[config.mk]
export PLATFORM = sky130hd
export DESIGN_NAME = tx_scheduler
export DESIGN_NICKNAME = d
export VERILOG_FILES = /design/src/rtl/tx_scheduler.sv
export SDC_FILE = /design/constraint.sdc
export NUM_CORES = 1
export LEC_CHECK = 0
export BUFFER_PORTS_ARGS = -buffer_cell sky130_fd_sc_hd__buf_2
export CAP_MARGIN = 20
export CORE_MARGIN = 4
export CORE_UTILIZATION = 50
export DETAILED_ROUTE_END_ITERATION = 8
export GPL_TIMING_DRIVEN = 0
export PLACE_DENSITY = 0.74
export SLEW_MARGIN = 20
export SYNTH_ARGS = -nofsm -noshare
export SYNTH_HDL_FRONTEND = slang
export SYNTH_SLANG_ARGS = --single-unit
[constraint.sdc]
create_clock -name clk -period 10.25 [get_ports clk]
set_input_delay 0.5125 -clock clk [delete_from_list [all_inputs] [get_ports clk]]
set_output_delay 0.5125 -clock clk [all_outputs]
set_load 0.03 [all_outputs]
[src/rtl/tx_scheduler.sv]
// Go-back-N transmit scheduler: arbitrates the single transmit path between control
// packets and windowed data, tracks the cumulative-ACK base and rewinds on timeout.
module tx_scheduler #(
  parameter int unsigned SEQ_W   = 32,
  parameter int unsigned TIMEOUT = 20000000,
  parameter int unsigned TMR_W   = 32
) (
  input  logic             clk,
  input  logic             reset,
  input  logic             enable,
  input  logic [SEQ_W-1:0] isn,
  input  logic [SEQ_W-1:0] snmax,
  input  logic [15:0]      window,
  input  logic             ack_valid,
  input  logic [SEQ_W-1:0] ack_num,
  input  logic             ctrl_req,
  input  logic             tx_done,
  output logic             send_valid,
  output logic [SEQ_W-1:0] send_seq,
  output logic             send_is_ctrl,
  output logic             ctrl_grant,
  output logic [SEQ_W-1:0] base,
  output logic [SEQ_W-1:0] next_seq,
  output logic             all_acked,
  output logic [7:0]       retx_count,
  output logic [1:0]       state
);

  typedef enum logic [1:0] {
    S_IDLE    = 2'd0,
    S_READY   = 2'd1,
    S_LAUNCH  = 2'd2,
    S_WAIT_TX = 2'd3
  } state_e;

  state_e           state_q, state_d;
  logic [SEQ_W-1:0] base_q, base_d;
  logic [SEQ_W-1:0] next_q, next_d;
  logic [TMR_W-1:0] timer_q, timer_d;
  logic             pend_q, pend_d;
  logic             send_valid_q, send_valid_d;
  logic [SEQ_W-1:0] send_seq_q, send_seq_d;
  logic             send_is_ctrl_q, send_is_ctrl_d;
  logic             ctrl_grant_q, ctrl_grant_d;
  logic [7:0]       retx_q, retx_d;
  logic             all_acked_q, all_acked_d;

  logic [SEQ_W-1:0] end_seq;
  logic [SEQ_W-1:0] next_eff;
  logic             ack_ok;
  logic             timeout;
  logic             eligible;

  // Next-state, pointer, timer and launch strobe computation
  always_comb begin
    state_d        = state_q;
    base_d         = base_q;
    next_d         = next_q;
    pend_d         = pend_q;
    send_valid_d   = 1'b0;
    send_seq_d     = send_seq_q;
    send_is_ctrl_d = send_is_ctrl_q;
    ctrl_grant_d   = 1'b0;
    retx_d         = retx_q;

    end_seq = isn + snmax;
    ack_ok  = (state_q != S_IDLE) && ack_valid && (ack_num > base_q) && (ack_num <= next_q);
    // An accepted ACK in the same cycle suppresses the timeout entirely
    timeout = (state_q != S_IDLE) && (base_q != next_q) &&
              (timer_q == TMR_W'(TIMEOUT - 1)) && !ack_ok;

    timer_d = (base_q != next_q) ? timer_q + TMR_W'(1) : '0;
    if (timeout) begin
      timer_d = '0;
      if (retx_q != 8'hFF) retx_d = retx_q + 8'd1;
    end

    // Eligibility is judged against the pointer after any same-cycle rewind
    next_eff = (timeout && state_q == S_READY) ? base_q : next_q;
    eligible = enable && (next_eff < end_seq) && ((next_eff - base_q) < SEQ_W'(window));

    case (state_q)
      S_IDLE: begin
        base_d  = isn;
        next_d  = isn;
        timer_d = '0;
        pend_d  = 1'b0;
        if (ctrl_req || enable) state_d = S_READY;
      end
      S_READY: begin
        next_d = next_eff;
        if (ctrl_req) begin
          state_d        = S_LAUNCH;
          send_valid_d   = 1'b1;
          send_seq_d     = next_eff;
          send_is_ctrl_d = 1'b1;
          ctrl_grant_d   = 1'b1;
        end else if (eligible) begin
          state_d        = S_LAUNCH;
          send_valid_d   = 1'b1;
          send_seq_d     = next_eff;
          send_is_ctrl_d = 1'b0;
        end else if (!enable) begin
          state_d = S_IDLE;
        end
      end
      S_LAUNCH: begin
        state_d = S_WAIT_TX;
        if (timeout) begin
          next_d = base_q;
        end else if (!send_is_ctrl_q) begin
          next_d = next_q + SEQ_W'(1);
          if (base_q == next_q) timer_d = '0;
        end
      end
      S_WAIT_TX: begin
        if (tx_done) begin
          state_d = S_READY;
          if (!ack_ok && (pend_q || timeout)) begin
            next_d = base_q;
            pend_d = 1'b0;
          end
        end else if (timeout) begin
          pend_d = 1'b1;
        end
      end
      default: state_d = S_IDLE;
    endcase

    if (ack_ok) begin
      base_d  = ack_num;
      timer_d = '0;
      pend_d  = 1'b0;
    end

    all_acked_d = (base_d == end_seq);
  end

  always_ff @(posedge clk) begin
    if (reset) begin
      state_q        <= S_IDLE;
      base_q         <= '0;
      next_q         <= '0;
      timer_q        <= '0;
      pend_q         <= 1'b0;
      send_valid_q   <= 1'b0;
      send_seq_q     <= '0;
      send_is_ctrl_q <= 1'b0;
      ctrl_grant_q   <= 1'b0;
      retx_q         <= '0;
      all_acked_q    <= 1'b0;
    end else begin
      state_q        <= state_d;
      base_q         <= base_d;
      next_q         <= next_d;
      timer_q        <= timer_d;
      pend_q         <= pend_d;
      send_valid_q   <= send_valid_d;
      send_seq_q     <= send_seq_d;
      send_is_ctrl_q <= send_is_ctrl_d;
      ctrl_grant_q   <= ctrl_grant_d;
      retx_q         <= retx_d;
      all_acked_q    <= all_acked_d;
    end
  end

  assign send_valid   = send_valid_q;
  assign send_seq     = send_seq_q;
  assign send_is_ctrl = send_is_ctrl_q;
  assign ctrl_grant   = ctrl_grant_q;
  assign base         = base_q;
  assign next_seq     = next_q;
  assign all_acked    = all_acked_q;
  assign retx_count   = retx_q;
  assign state        = state_q;

endmodule

==> results.toml <==
[worst_hold_path]
worstHoldStart = "ack_num[23]"
hold_path.class = "input port to flop"

[worst_setup_path]
cp-startpoint = "next_seq[0]"
cp_max_fo = 10
crit_top_cell = "nor2_1"
start_kind = "flop"
crit_path_end_kind = "flop"
criticalPathCategory = "flop to flop"
slowest_delay_ns = 0.97
critPathRequiredTime_ns = 10.58
cp.arrival_ns = 10.03
r2r-start = "next_seq[0]"
worst_path_max_delay_cell = "nor4_1"

[layout]
fin_nets = 2480
nFillCells = 2755
layout-area-overhead-vs-synth_pct = 15.5
layout.cells.non_filler = 2577
antenna_cells = 0
drive_above_1_share = 0.141

[global_route]
grt_max_degree = 20
grt.overflow.total = 0
track_usage = 0.393
antenna_found_initial = 0
grt_pass1_wl_um = 93800
grt_pass1_vias = 15500

[timing]
drv_slew = 0
clock.fmax_mhz = 103
setup_tns_ns = 0
fin_crit_ns = 9.70
tightestPinTransition_ns = 1.13
relSlewSlack = 0.237
rsz0062_at_grt = "false"
finalCritPeriodShare = 0.946
setup_viol = 0
clock_skew_ns = 0.0146
hold_violations = 0

[yosys]
yosysWarnings = 0
synth_edf_count = 0
synthFlopType = "dfxtp_1"
ys_seq_area_frac = 0.195
synth.avg_cell_area_um2 = 7.58
synth_async_sr_flop_share = 0
syn-cell-area_um2 = 14700
yosysUniqueCellTypes = 93
ys_seq_elements = 143
synth_cells = 1933
syn_nets = 2233

[clock_tree]
cts_tree = "built"
worstSkewPairLatency_ns = 0.46
cts_buffers = 17
postCtsHoldBufs = 0
cts.path.max_buffers = 2
clk_pin_slew_ns = 0.08
clockRootBuffer = "clkbuf_16"
clkSinkCount = 143
h-tree-depth = 4

[routing]
drtIter0Drc = 2215
vias = 16500
detail_route.first_pass.iterations = 8
wl_um = 65100
drc = 0
postRouteAntennaNets = 0
viasPerCell = 6.42
wl_per_cell_um = 25.3

[power_and_ir_drop]
netSwitchingFraction = 0.474
clock_power_share = 0.258
power_density_nw_per_um2 = 156
switching_power_uw = 1250
power_frac_seq = 0.249
p_leak_uw = 0.00756
ir_drop_uv = 112
pwr-share-comb = 0.492
power.internal_uw = 1390

[placement]
gp_congestion = 1.06
dp_hpwl_um = 52600
dp.cells = 2544
io_buffers = 227

[floorplan]
die_h_um = 179
initial_core_util = 0.509
rows = 62
core_area_um2 = 28800
die_x_um = 179
io_pins = 228
dieArea_um2 = 32100

[run]
maxCapViolCount = 0

[outcome]
outcome = "finished clean"
==> critical path: cells and delay by family, from the launching register on <==
| family | cells | cell delay (ns) |
|---|---|---|
| flops | 1 | 0.44 |
| buf+inv | 6 | 1.88 |
| simple gates | 12 | 2.95 |
| xor+xnor | 2 | 0.39 |
| compound gates | 11 | 3.01 |
| mux | 1 | 0.20 |
| fa+ha+maj | 2 | 0.67 |
==> what timing repair did <==
| action | CTS | global route |
|---|---|---|
| buffers inserted | 0 | 1 |
| resized for setup | 0 | 3 |
| endpoints found under the setup margin | 0 | 35 |
==> worst paths after layout <==
kind	endpoint	slack, ns	depth (start not counted)
hold reg to reg	timer_q[0]	0.47	1
setup / recovery	send_seq[28]	0.55	34
hold / removal	base[23]	0.38	3
setup reg to reg	send_seq[28]	0.55	34
==> power groups by stage <==
stage | registers [µW] | logic (µW) | clock network (µW)
global route | 658 | 1400 | 703
CTS | 652 | 1260 | 678
detailed placement | 665 | 1250 | 0
finish | 658 | 1300 | 682
global placement | 666 | 1230 | 0
floorplan | 705 | 802 | 0
==> through the flow <==
step	setup slack [ns]	total power [µW]	hold WS [ns]	util	instance area [µm²]
final	0.553	2640	0.382	0.588	16900
after global routing	0.216	2760	0.391	0.588	16900
after CTS	0.492	2590	0.368	0.588	16900
after detailed placement	0.528	1910	0.462	0.565	16300
after global placement	0.579	1890	0.443	0.565	16300
after floorplan	2.82	1510	0.426	-	14700
==> registers in the layout (all words and copies together), names as in the netlist <==
signal and cells:
send_valid 1, next_seq 32, pend_q 1, ctrl_grant 1
all_acked 1, send_is_ctrl 1, retx_count 8, base 32
send_seq 32, state 2, timer_q 32
==> placed cells by master, fill, tap and decap left out, drive strengths merged, types with 39 or more instances in the layout <==
| cell type | n |
|---|---|
| clkbuf | 91 |
| nand3 | 50 |
| xnor2 | 76 |
| xor2 | 76 |
| o21ai | 128 |
| nor2 | 173 |
| mux2i | 63 |
| nand2 | 198 |
| dfxtp | 143 |
| a21oi | 170 |
| inv | 113 |
| buf | 248 |
| nand4 | 39 |
| ha | 180 |
==> routing by layer <==
layer  share of wire  GRT usage  up-vias
li1                -          -     7531
met1            0.40      0.522     7733
met2            0.42      0.586     1076
met3            0.13      0.124      209
met4           0.049      0.166        0
met5               0          0        -
==> cells by family (layout without fill, tap and decap cells) <==
logic type      Yosys count  after routing  synth area share
flops                   143            143             0.195
xor+xnor                153            153            0.0924
mux                      63             63            0.0430
fa+ha+maj               182            182             0.156
simple gates            640            640             0.212
compound gates          548            548             0.244
buf+inv                 204            464            0.0561
==> layout make-up <==
| type | count | area (µm²) | area share |
|---|---|---|---|
| clock inverters | 15 | 214 | 0.0126 |
| clock buffers | 17 | 425 | 0.0251 |
| well taps | 384 | 480 | 0.0284 |
| plain buffers | 94 | 412 | 0.0243 |
| flip-flops and latches | 143 | 2860 | 0.169 |
| repair buffers | 228 | 1140 | 0.0676 |
| inverters | 110 | 413 | 0.0244 |
| multi-input cells | 1586 | 11000 | 0.648 |
==> cell usage after synthesis, types with 7 or more instances <==
library cell / number / area (µm²)
nand2_1: 198 / 743
xor2_1: 76 / 666
a21o_1: 32 / 240
o21bai_1: 13 / 97.6
o21a_1: 10 / 75.1
o211ai_1: 36 / 270
dfxtp_1: 143 / 2860
nand3_1: 50 / 250
and4_1: 9 / 78.8
or3_1: 13 / 81.3
a31o_2: 7 / 61.3
nor3_1: 35 / 175
nor2_1: 173 / 649
mux2i_1: 63 / 631
a221oi_1: 8 / 70.1
and2_1: 12 / 75.1
a22o_1: 7 / 61.3
a21oi_1: 169 / 846
and3_1: 28 / 175
ha_1: 180 / 2250
buf_2: 9 / 45.0
a22oi_1: 14 / 105
inv_1: 109 / 409
o21ai_0: 116 / 581
o21ai_1: 12 / 60.1
clkbuf_1: 73 / 274
a31oi_1: 12 / 75.1
nand2b_1: 18 / 113
nand4_1: 37 / 231
a211oi_1: 28 / 210
nor2b_1: 8 / 50.1
xnor2_1: 76 / 666
nor4_1: 25 / 156
Power figures use the tool's default switching activity.
